<file path="config.mk">
export PLATFORM = sky130hd
export DESIGN_NAME = rotate_addr_gen
export DESIGN_NICKNAME = d
export VERILOG_FILES = /design/src/rtl/rotate_addr_gen.sv
export SDC_FILE = /design/constraint.sdc
export NUM_CORES = 1
export LEC_CHECK = 0
export ABC_AREA = 1
export ABC_CLOCK_PERIOD_IN_PS = 26300
export CAP_MARGIN = 15
export CORE_MARGIN = 3
export CORE_UTILIZATION = 44
export DETAILED_ROUTE_END_ITERATION = 8
export SLEW_MARGIN = 5
export SYNTH_ARGS = -nofsm -noshare
export SYNTH_HDL_FRONTEND = slang
export SYNTH_SLANG_ARGS = --single-unit
export TNS_END_PERCENT = 50
</file>
<file path="constraint.sdc">
create_clock -name I_HCLK -period 26.3 [get_ports I_HCLK]
set_input_delay 6.575 -clock I_HCLK [delete_from_list [all_inputs] [get_ports I_HCLK]]
set_output_delay 6.575 -clock I_HCLK [all_outputs]
set_load 0.005 [all_outputs]
</file>
<file path="src/rtl/rotate_addr_gen.sv">
// Tile-based rotation address generator: per TxT tile, a row-major read burst then a rotated write burst.
// Latency: first beat the cycle after start; no bubbles between phases. Backpressure: holds the beat while I_DMA_READY is low.
module rotate_addr_gen #(
    parameter int         ADDR_W    = 32,
    parameter int         DIM_W     = 16,
    parameter int         TILE_LOG2 = 3,
    parameter int         BPP       = 3,
    parameter logic [2:0] HSIZE     = 3'h2
) (
    input  logic                   I_HCLK,
    input  logic                   I_HRESET,
    input  logic                   I_START,
    input  logic [DIM_W-1:0]       I_HEIGHT,
    input  logic [DIM_W-1:0]       I_WIDTH,
    input  logic [ADDR_W-1:0]      I_SRC_BASE,
    input  logic [ADDR_W-1:0]      I_DST_BASE,
    input  logic                   I_DIRECTION,
    input  logic [2:0]             I_DEGREES,
    input  logic                   I_DMA_READY,
    output logic [ADDR_W-1:0]      O_ADDR,
    output logic [2:0]             O_SIZE,
    output logic                   O_WRITE,
    output logic                   O_VALID,
    output logic                   O_BUSY,
    output logic [2*TILE_LOG2-1:0] O_COUNT,
    output logic                   O_DONE,
    output logic                   O_ERR
);
    localparam int T     = 1 << TILE_LOG2;
    localparam int CNT_W = 2 * TILE_LOG2;
    localparam int MW    = 2 * DIM_W + 8;
    localparam int EW    = (ADDR_W > MW) ? ADDR_W : MW;
    localparam logic [DIM_W:0]   DIM_LIM = (DIM_W+1)'(1) << DIM_W;
    localparam logic [DIM_W:0]   MAX_DIM = DIM_LIM - (DIM_W+1)'(T);
    localparam logic [DIM_W-1:0] T_M1    = DIM_W'(T - 1);

    typedef enum logic [1:0] {ST_IDLE, ST_READ, ST_WRITE} state_t;

    state_t            state_q, state_d;
    logic [CNT_W-1:0]  cnt_q, cnt_d;
    logic [DIM_W-1:0]  tx_q, tx_d, ty_q, ty_d;
    logic [DIM_W-1:0]  ph_q, ph_d, pw_q, pw_d;
    logic [ADDR_W-1:0] src_q, src_d, dst_q, dst_d;
    logic [1:0]        ang_q, ang_d;
    logic              done_q, done_d, err_q, err_d;

    logic              accept, last_beat, last_tile, start_bad;
    logic [DIM_W-1:0]  ph_rnd, pw_rnd, y, x, yy, xx, row_len;
    logic [1:0]        ang_in;
    logic [EW-1:0]     off;
    logic [ADDR_W-1:0] base;

    assign accept    = (state_q != ST_IDLE) && I_DMA_READY;
    assign last_beat = &cnt_q;
    assign last_tile = (tx_q == (pw_q >> TILE_LOG2) - DIM_W'(1))
                    && (ty_q == (ph_q >> TILE_LOG2) - DIM_W'(1));
    assign start_bad = (I_HEIGHT == '0) || (I_WIDTH == '0) || I_DEGREES[2]
                    || ({1'b0, I_HEIGHT} > MAX_DIM) || ({1'b0, I_WIDTH} > MAX_DIM);
    // Bounded dimensions guarantee the round-up cannot overflow DIM_W.
    assign ph_rnd    = (I_HEIGHT + T_M1) & ~T_M1;
    assign pw_rnd    = (I_WIDTH + T_M1) & ~T_M1;
    assign ang_in    = I_DIRECTION ? I_DEGREES[1:0] : 2'd0 - I_DEGREES[1:0];
    assign y         = (ty_q << TILE_LOG2) | DIM_W'(cnt_q[CNT_W-1:TILE_LOG2]);
    assign x         = (tx_q << TILE_LOG2) | DIM_W'(cnt_q[TILE_LOG2-1:0]);

    always_ff @(posedge I_HCLK) begin
        if (I_HRESET) begin
            state_q <= ST_IDLE;
            cnt_q   <= '0;
            tx_q    <= '0;
            ty_q    <= '0;
            ph_q    <= '0;
            pw_q    <= '0;
            src_q   <= '0;
            dst_q   <= '0;
            ang_q   <= '0;
            done_q  <= 1'b0;
            err_q   <= 1'b0;
        end else begin
            state_q <= state_d;
            cnt_q   <= cnt_d;
            tx_q    <= tx_d;
            ty_q    <= ty_d;
            ph_q    <= ph_d;
            pw_q    <= pw_d;
            src_q   <= src_d;
            dst_q   <= dst_d;
            ang_q   <= ang_d;
            done_q  <= done_d;
            err_q   <= err_d;
        end
    end

    always_comb begin
        state_d = state_q;
        cnt_d   = cnt_q;
        tx_d    = tx_q;
        ty_d    = ty_q;
        ph_d    = ph_q;
        pw_d    = pw_q;
        src_d   = src_q;
        dst_d   = dst_q;
        ang_d   = ang_q;
        done_d  = 1'b0;
        err_d   = 1'b0;
        case (state_q)
            ST_IDLE: begin
                if (I_START) begin
                    if (start_bad) begin
                        err_d = 1'b1;
                    end else begin
                        state_d = ST_READ;
                        cnt_d   = '0;
                        tx_d    = '0;
                        ty_d    = '0;
                        ph_d    = ph_rnd;
                        pw_d    = pw_rnd;
                        src_d   = I_SRC_BASE;
                        dst_d   = I_DST_BASE;
                        ang_d   = ang_in;
                    end
                end
            end
            ST_READ: begin
                if (accept) begin
                    cnt_d = cnt_q + CNT_W'(1);
                    if (last_beat) state_d = ST_WRITE;
                end
            end
            ST_WRITE: begin
                if (accept) begin
                    cnt_d = cnt_q + CNT_W'(1);
                    if (last_beat) begin
                        if (last_tile) begin
                            state_d = ST_IDLE;
                            done_d  = 1'b1;
                        end else begin
                            state_d = ST_READ;
                            // Tile rows run inner, tile columns outer.
                            if (ty_q == (ph_q >> TILE_LOG2) - DIM_W'(1)) begin
                                ty_d = '0;
                                tx_d = tx_q + DIM_W'(1);
                            end else begin
                                ty_d = ty_q + DIM_W'(1);
                            end
                        end
                    end
                end
            end
            default: state_d = ST_IDLE;
        endcase
    end

    always_comb begin
        yy      = y;
        xx      = x;
        row_len = pw_q;
        if (state_q == ST_WRITE) begin
            case (ang_q)
                2'd1: begin yy = x; xx = ph_q - DIM_W'(1) - y; row_len = ph_q; end
                2'd2: begin yy = ph_q - DIM_W'(1) - y; xx = pw_q - DIM_W'(1) - x; end
                2'd3: begin yy = pw_q - DIM_W'(1) - x; xx = y; row_len = ph_q; end
                default: ;
            endcase
        end
        off     = (EW'(yy) * EW'(row_len) + EW'(xx)) * EW'(BPP);
        base    = (state_q == ST_WRITE) ? dst_q : src_q;
        O_VALID = (state_q != ST_IDLE);
        O_BUSY  = (state_q != ST_IDLE);
        O_WRITE = (state_q == ST_WRITE);
        O_ADDR  = O_VALID ? base + ADDR_W'(off) : '0;
        O_SIZE  = HSIZE;
        O_COUNT = cnt_q;
        O_DONE  = done_q;
        O_ERR   = err_q;
    end
endmodule

</file>
# == Word-level counts from Yosys, hierarchy flattened ==
# Index checks and enable logic that the tools add are counted.
# word_totals
in_bits,104
out_inout_bits,46
register_bits,134
wordCells,110
# op_classes
eq_ne,16
order_cmp,2
addsub,14
n_bitwise,8
multipliers,2
n_mux,35
reduce_logical,22
# ops
op,count
$mux W16,14
$pmux W16 S3,2
$mux W32,2
$pmux W16 S2,2
$add A32 B16 Y33,1
$mul A33 B2 Y32 const B,1
$add A16 B1 Y16 const B,2
$add A16 B3 Y16 const B,2
$add A32 B32 Y32,1
$eq A16 B16 Y1,2
$gt A16 B16 Y1 const B,2
$logic_not A16 Y1,2
$mul A16 B16 Y32,1
$or A16 B3 Y16,2
$sub A16 B1 Y16 const B,2
$sub A16 B16 Y16,2
$sub A13 B1 Y14 const B,2
$mux W6,3
$reduce_and A6 Y1,3
$mux W2,7
$pmux W6 S2,1
$ne A2 B2 Y1 const B,5
$ne A2 B1 Y1 const B,4
$reduce_and A7 Y1,1
other kinds (16),33

# == Longest topological paths before layout ==
# Gate-level depths: netlist of the first run.
# depth
depth_word,9
ltp_mapped,51
mapped_depth_nobuf,51

# == Worst setup path after synthesis of the first run ==
# No wires, ideal clock.
# synth_timing
kind,register -> output
start,register ty_q[3]
end,output O_ADDR[30]
path_buffers,1
stages_incl_launch_ff,42
path_slack_ns,10.971
required_ns,19.725
t_arrival_ns,8.754
cell_sequence,dfxtp_1 > clkbuf_1 > inv_1 > ha_1 > nand2_1 > inv_1 > a21oi_1 > o21ai_0 > xor2_1 > nand2_1 > o2111ai_1 > nand2_1 > nor2_1 > fa_1 > inv_1 > fa_1 > inv_1 > fa_1 > [6 not listed] > a21o_1 > a21oi_1 > nand3_1 > a21boi_0 > o21ai_0 > nand2_1 > nand2_1 > a21oi_1 > xor2_1 > fa_1 > inv_1 > ha_1 > inv_1 > nor3_1 > nor3b_1 > a221oi_1 > a21oi_1 > nor2_1
# synth_via
elab_chain_len,9
word_cells_on_any_way,11
classes_between,add/sub: 3; mul: 2; mux: 5; bitwise: 1
# synth_lines
element,line,text
from (decl),41,"logic [DIM_W-1:0] tx_q, tx_d, ty_q, ty_d;"
from (signal assigned),83,ty_q <= ty_d;
$or A16 B3 Y16 (*),63,assign y = (ty_q << TILE_LOG2) | DIM_W'(cnt_q[CNT_W-1:TILE_LOG2]);
$sub A16 B16 Y16,"160, 161",
$pmux W16 S3,159,case (ang_q)
$mux W16,158,if (state_q == ST_WRITE) begin
$mul A16 B16 Y32,166,off = (EW'(yy) * EW'(row_len) + EW'(xx)) * EW'(BPP);
$add A32 B16 Y33 (*),166,
$mul A33 B2 Y32 (*),166,
$add A32 B32 Y32 (*),171,O_ADDR = O_VALID ? base + ADDR_W'(off) : '0;
$mux W32 (*),171,
to (decl),20,"output logic [ADDR_W-1:0] O_ADDR,"
# Mark *: on every way between the ends. The rest lies on a longest branch, timed or not.

# == Final worst setup path of the first run ==
# layout_timing
start,register state_q[0]
end,output O_ADDR[27]
# layout_via
elab_chain_len,7
word_cells_on_any_way,11
classes_between,add/sub: 2; mul: 2; eq/ne: 1; mux: 5; reduce/logical: 1
# layout_lines
element,line,text
from (decl),39,"state_t state_q, state_d;"
from (signal assigned),80,state_q <= state_d;
$eq A2 B2 Y1,"158, 167",
$mux W16,158,
$mul A16 B16 Y32,166,
$add A32 B16 Y33,166,
$mul A33 B2 Y32,166,
$add A32 B32 Y32,171,
$mux W32 (*),171,
# Marks and branches as above.

==> out/metrics.csv, run 1 <==
metric,value,unit
status,"finished, final reports clean",
die_width,219,µm
synth_warnings,0,
end_kind,output pin,
cp_slowest_cell,nand2_1,
async_reset_ff_share,0,%
clock_latency,0.45,ns
dp_cells,3602,
gp_congestion,0.940,
grt-ovfl-total,0,
finalPower,1.72,mW
fin_ws,7.98,ns
firstDrtPassIters,8,
path_max_fanout,76,
fin_worst_skew,0.0135,ns
synth_area_leaders,"fa_1 19%, dfxtp_1 13%, ha_1 11%, nand2_1 11%, inv_1 8.9%",
worstMarginPinSlew,1.12,ns
finalSetupViolations,0,
criticalPathCategory,reg -> out,
die_area,47800,µm²
die_height,219,µm
cp_data_arrival_time,11.75,ns
p_leak,10.8,nW
synth_flop_cell,dfxtp_1,
yosysTopAreaCellShare,19.4,%
finalNonFillerCells,3633,
dp_slack,8.63,ns
period_share,69.7,%
fin_crit,18.32,ns
n_antenna_cell,0,
synth-compound-area-share,14.1,%
crit_required,19.72,ns
area_delta_synth_final,13.1,%
synth_top_family_by_area,adder cells,
first_global_vias,19300,
port_buffers,146,
maxSlewHeadroom,24.5,%
hpwl,56.0,mm
final_cell_mix,"572 x nand2_1, 468 x inv_1, 357 x nor2_1, 212 x o21ai_0, 194 x a21oi_1",
multi_input_area,15000,µm²
routed_wirelength,68.2,mm
cts_htree_levels,4,
avgSynthCellArea,6.79,µm²
p_per_area,76.6,nW/µm²
synth_xor_xnor_area_share,4.44,%
peakVddDrop,50.6,µV
cts_buffers,17,
drtAntennaViolNets,0,
via_per_inst,5.41,
place_area,21900,µm²
cts_buffer_depth,2,
fp.coreArea,44400,µm²
drv_cap,0,
nets,3501,
synthMuxAreaShare,0,%
vias,19700,
syn_inst,2934,
synth-edff-count,0,
yosys.area_share.simple,26.5,%
cts_setup_buffers,0,
post_cts_resized,0,
finalInstanceArea,22500,µm²
regArea,2680,µm²
start_kind,register,
start_util,44.8,%
grt_pass1_wl,108,mm
fp-row-count,77,
dr.first_iter.drc_count,1832,
synth-seq-cells,134,
track_usage,29.0,%
synth-seq-area-share,13.5,%
routedWlPerCell,18.8,µm
postCtsHoldBufs,0,
drive_gt1_share,2.96,%
rsz0062_at_grt,no,
hp-class,reg -> reg,
drc,0,
io_pins,150,
yosys.area.top_type,fa_1,
cts_tree,yes,
antenna_found_initial,1,
slew_viol_final,0,
tns,0,ns
root_buffer,clkbuf_16,
grt_max_degree,101,
whs,0.445,ns
synth_area,19900,µm²
ys_types,51,
nFillCells,4601,
fmaxAchievable,54.6,MHz
cts_sinks,134,
hold_violations,0,
synthAdderAreaFrac,30.3,%
cpPeakStageDelay,0.67,ns
postLayoutCoreUtil,50.7,%
path_clk_slew,0.06,ns
final_common_cell,nand2_1,
-- logic make-up (layout without fill, tap and decap cells) --
family                     after synthesis  in the layout
other                                    2              3
AOI/OAI and AO/OA                      510            510
DFF                                    134            134
and+or+nand+nor                       1244           1244
xor gates and xnor gates               101            101
adders and majority gates              367            367
buffers and inverters                  576            682
-- final timing paths --
kind / start / depth (start not counted) / slack, ns / to
max: state_q[0] / 40 / 7.98 / O_ADDR[27]
min reg2reg: src_q[3] / 2 / 0.44 / src_q[3]
max reg2reg: state_q[0] / 12 / 22.82 / ty_q[12]
min: src_q[3] / 2 / 0.44 / src_q[3]
-- area by class of cell --
cell class | instances | area share, %
Tap cell | 592 | 3.29
Clock buffer | 19 | 1.97
Timing Repair Buffer | 168 | 7.31
Clock inverter | 11 | 0.672
Multi-Input combinational cell | 2225 | 66.8
Sequential cell | 134 | 11.9
Inverter | 484 | 8.08
-- synthesized netlist by cell type, drive strengths merged, types with 17 or more instances --
| library cell | count |
|---|---|
| a21oi | 195 |
| buf | 17 |
| clkbuf | 75 |
| dfxtp | 134 |
| fa | 193 |
| ha | 174 |
| inv | 473 |
| nand2 | 577 |
| nand3 | 182 |
| nand4 | 44 |
| nor2 | 367 |
| nor3 | 42 |
| o21ai | 222 |
| xnor2 | 29 |
| xor2 | 72 |
-- registers in the layout, summed over array words and instances (netlist names) --
register / count
ph_q: 13
ang_q: 2
O_ERR: 1
ty_q: 16
pw_q: 13
tx_q: 16
O_COUNT: 6
dst_q: 32
O_DONE: 1
src_q: 32
state_q: 2
-- critical path, delay by kind of cell, from the launching register on --
| kind | cells | cell delay [ns] |
|---|---|---|
| compound gates | 6 | 1.31 |
| fa+ha+maj | 10 | 4.23 |
| buf+inv | 10 | 2.17 |
| simple gates | 13 | 2.81 |
| xor+xnor | 1 | 0.42 |
| flops | 1 | 0.34 |
-- layer usage --
layer	global-route usage (%)	routed length (µm)	vias to the layer above
li1	-	-	9599
met1	41.3	31500	9232
met2	44.6	29500	729
met3	6.38	5410	90
met4	7.65	1790	2
met5	0	9	-
-- power breakdown --
| group | internal (mW) | switching (mW) |
|---|---|---|
| sequential | 0.234 | 0.0358 |
| clock | 0.151 | 0.0960 |
| combinational | 0.423 | 0.785 |
| total | 0.808 | 0.916 |
No activity file was read; power rests on OpenSTA's default activity.
==> run 2, diff against run 1 <==
--- a/config.mk
+++ b/config.mk
@@ -6,11 +6,12 @@
 export NUM_CORES = 1
 export LEC_CHECK = 0
 export ABC_AREA = 1
-export ABC_CLOCK_PERIOD_IN_PS = 26300
+export ABC_CLOCK_PERIOD_IN_PS = 15200
 export CAP_MARGIN = 15
 export CORE_MARGIN = 3
 export CORE_UTILIZATION = 44
 export DETAILED_ROUTE_END_ITERATION = 8
+export PLACE_DENSITY = 0.65
 export SLEW_MARGIN = 5
 export SYNTH_ARGS = -nofsm -noshare
 export SYNTH_HDL_FRONTEND = slang
==> constraint.sdc (replaced) <==
create_clock -name I_HCLK -period 15.2 [get_ports I_HCLK]
set_input_delay 3.8 -clock I_HCLK [delete_from_list [all_inputs] [get_ports I_HCLK]]
set_output_delay 3.8 -clock I_HCLK [all_outputs]
set_load 0.005 [all_outputs]
==> out/metrics.csv, run 2 (synthesis results as in run 1) <==
metric,value,unit
cp_data_arrival_time,10.84,ns
root_buffer,clkbuf_16,
drv_cap,0,
n_antenna_cell,0,
place_area,22000,µm²
p_leak,10.9,nW
reg_top3,"dst_q (32), src_q (32)",
hp-class,reg -> reg,
drive_gt1_share,3.95,%
nets,3521,
cts_sinks,134,
maxSlewHeadroom,24.8,%
path_clk_slew,0.07,ns
crit_required,11.40,ns
antenna_found_initial,1,
postCtsHoldBufs,0,
peakVddDrop,92.0,µV
first_global_vias,19400,
rrSetupSlack,11.34,ns
critPathCapture,O_ADDR[29],
fp-row-count,77,
path_max_fanout,13,
status,"finished, final reports clean",
timing.rr.start,state_q[0],
cts_tree,yes,
routedWlPerCell,18.3,µm
final_cell_mix,"571 x nand2_1, 468 x inv_1, 356 x nor2_1, 212 x o21ai_0",
die_width,219,µm
crit_start,state_q[0],
cp_slowest_cell,fa_1,
vias,19800,
r2r-end,ty_q[6],
die_height,219,µm
fin_crit,14.64,ns
grt_max_degree,104,
die_area,47800,µm²
final_common_cell,nand2_1,
cpMostUsedCell,inv_1,
io_pins,150,
hold_violations,0,
worstMarginPinSlew,1.12,ns
finalSetupViolations,0,
period_share,96.3,%
hpwl,54.7,mm
start_kind,register,
start_util,44.8,%
finalPower,3.02,mW
grt-ovfl-total,0,
grt_pass1_wl,107,mm
firstDrtPassIters,9,
cts_buffer_depth,2,
finalInstanceArea,22700,µm²
cts_buffers,17,
reg2reg_depth,11,
fin_worst_skew,0.0161,ns
criticalPathCategory,reg -> out,
area_delta_synth_final,14.2,%
fp.coreArea,44400,µm²
cpPeakStageDelay,0.56,ns
port_buffers,146,
fmaxAchievable,68.3,MHz
routed_wirelength,67.1,mm
gp_congestion,0.944,
via_per_inst,5.42,
dr.first_iter.drc_count,1907,
cts_htree_levels,4,
track_usage,28.7,%
clock_latency,0.49,ns
drc,0,
slew_viol_final,0,
drtAntennaViolNets,0,
p_per_area,133,nW/µm²
end_kind,output pin,
run 2: cell types whose count changed in the layout (fill, tap and decap cells not counted), moves of 2 or more:
cell	previous run	this run
buf_4	21	42
inv_8	0	5
clkinvlp_4	4	0
inv_6	1	5
clkinv_8	0	2
xor2_1	72	70
xor2_2	0	2
run 2: what timing repair did:
item	4_1_cts	5_1_grt
endpoints found under the setup margin	0	13
gates resized for setup	0	10
setup buffers	0	4
run 2: layer usage:
metal / GRT usage, % / wire length (µm) / part of all wire (%) / vias up
met5: 0 / 8 / 0.012 / -
met4: 8.71 / 1970 / 2.9 / 2
met3: 6.26 / 5450 / 8.1 / 137
met2: 44.4 / 29100 / 43 / 790
met1: 40.1 / 30500 / 46 / 9250
li1: - / - / - / 9643
run 2: cell type report:
class / instances / area (µm²)
fill: 4459 / 21700
multi-input combinational: 2225 / 15100
sequential: 134 / 2680
inverter: 484 / 1820
timing repair buffer: 188 / 1780
tap: 592 / 741
clock buffer: 17 / 425
clock inverter: 15 / 201
run 2: metrics by stage:
step                setup WS, ns  setup TNS [ns]  util [%]  hold slack, ns  cells
finish                     0.565               0      51.2           0.448   3655
global route            -0.00725        -0.00725      51.2           0.467   3655
floorplan                   2.65               0         -           0.424   2935
CTS                        0.426               0      51.0           0.450   3651
detailed placement          1.04               0      49.6           0.439   3619
global placement            1.17               0      49.6           0.434   3619
run 2: report_power, final:
part | total (mW) | internal, mW | switching (mW)
combinational | 2.10 | 0.741 | 1.36
sequential | 0.465 | 0.405 | 0.0600
clock | 0.450 | 0.252 | 0.199
run 2: worst min-delay path by stage:
stage | cells after the start | slack (ns) | startpoint | end
global route | 2 | 0.47 | src_q[9] | src_q[9]
floorplan | 2 | 0.42 | src_q[0] | src_q[0]
global placement | 2 | 0.43 | src_q[1] | src_q[1]
detailed placement | 2 | 0.44 | src_q[25] | src_q[25]
CTS | 2 | 0.45 | src_q[25] | src_q[25]
finish | 2 | 0.45 | src_q[25] | src_q[25]
run 2: worst max-delay path: cells and delay by family, from the launching register on:
family	cells	cell delay (ns)
compound gates	7	1.43
xor+xnor	1	0.21
fa+ha+maj	10	4.61
buf+inv	11	1.43
flops	1	0.35
simple gates	11	2.28
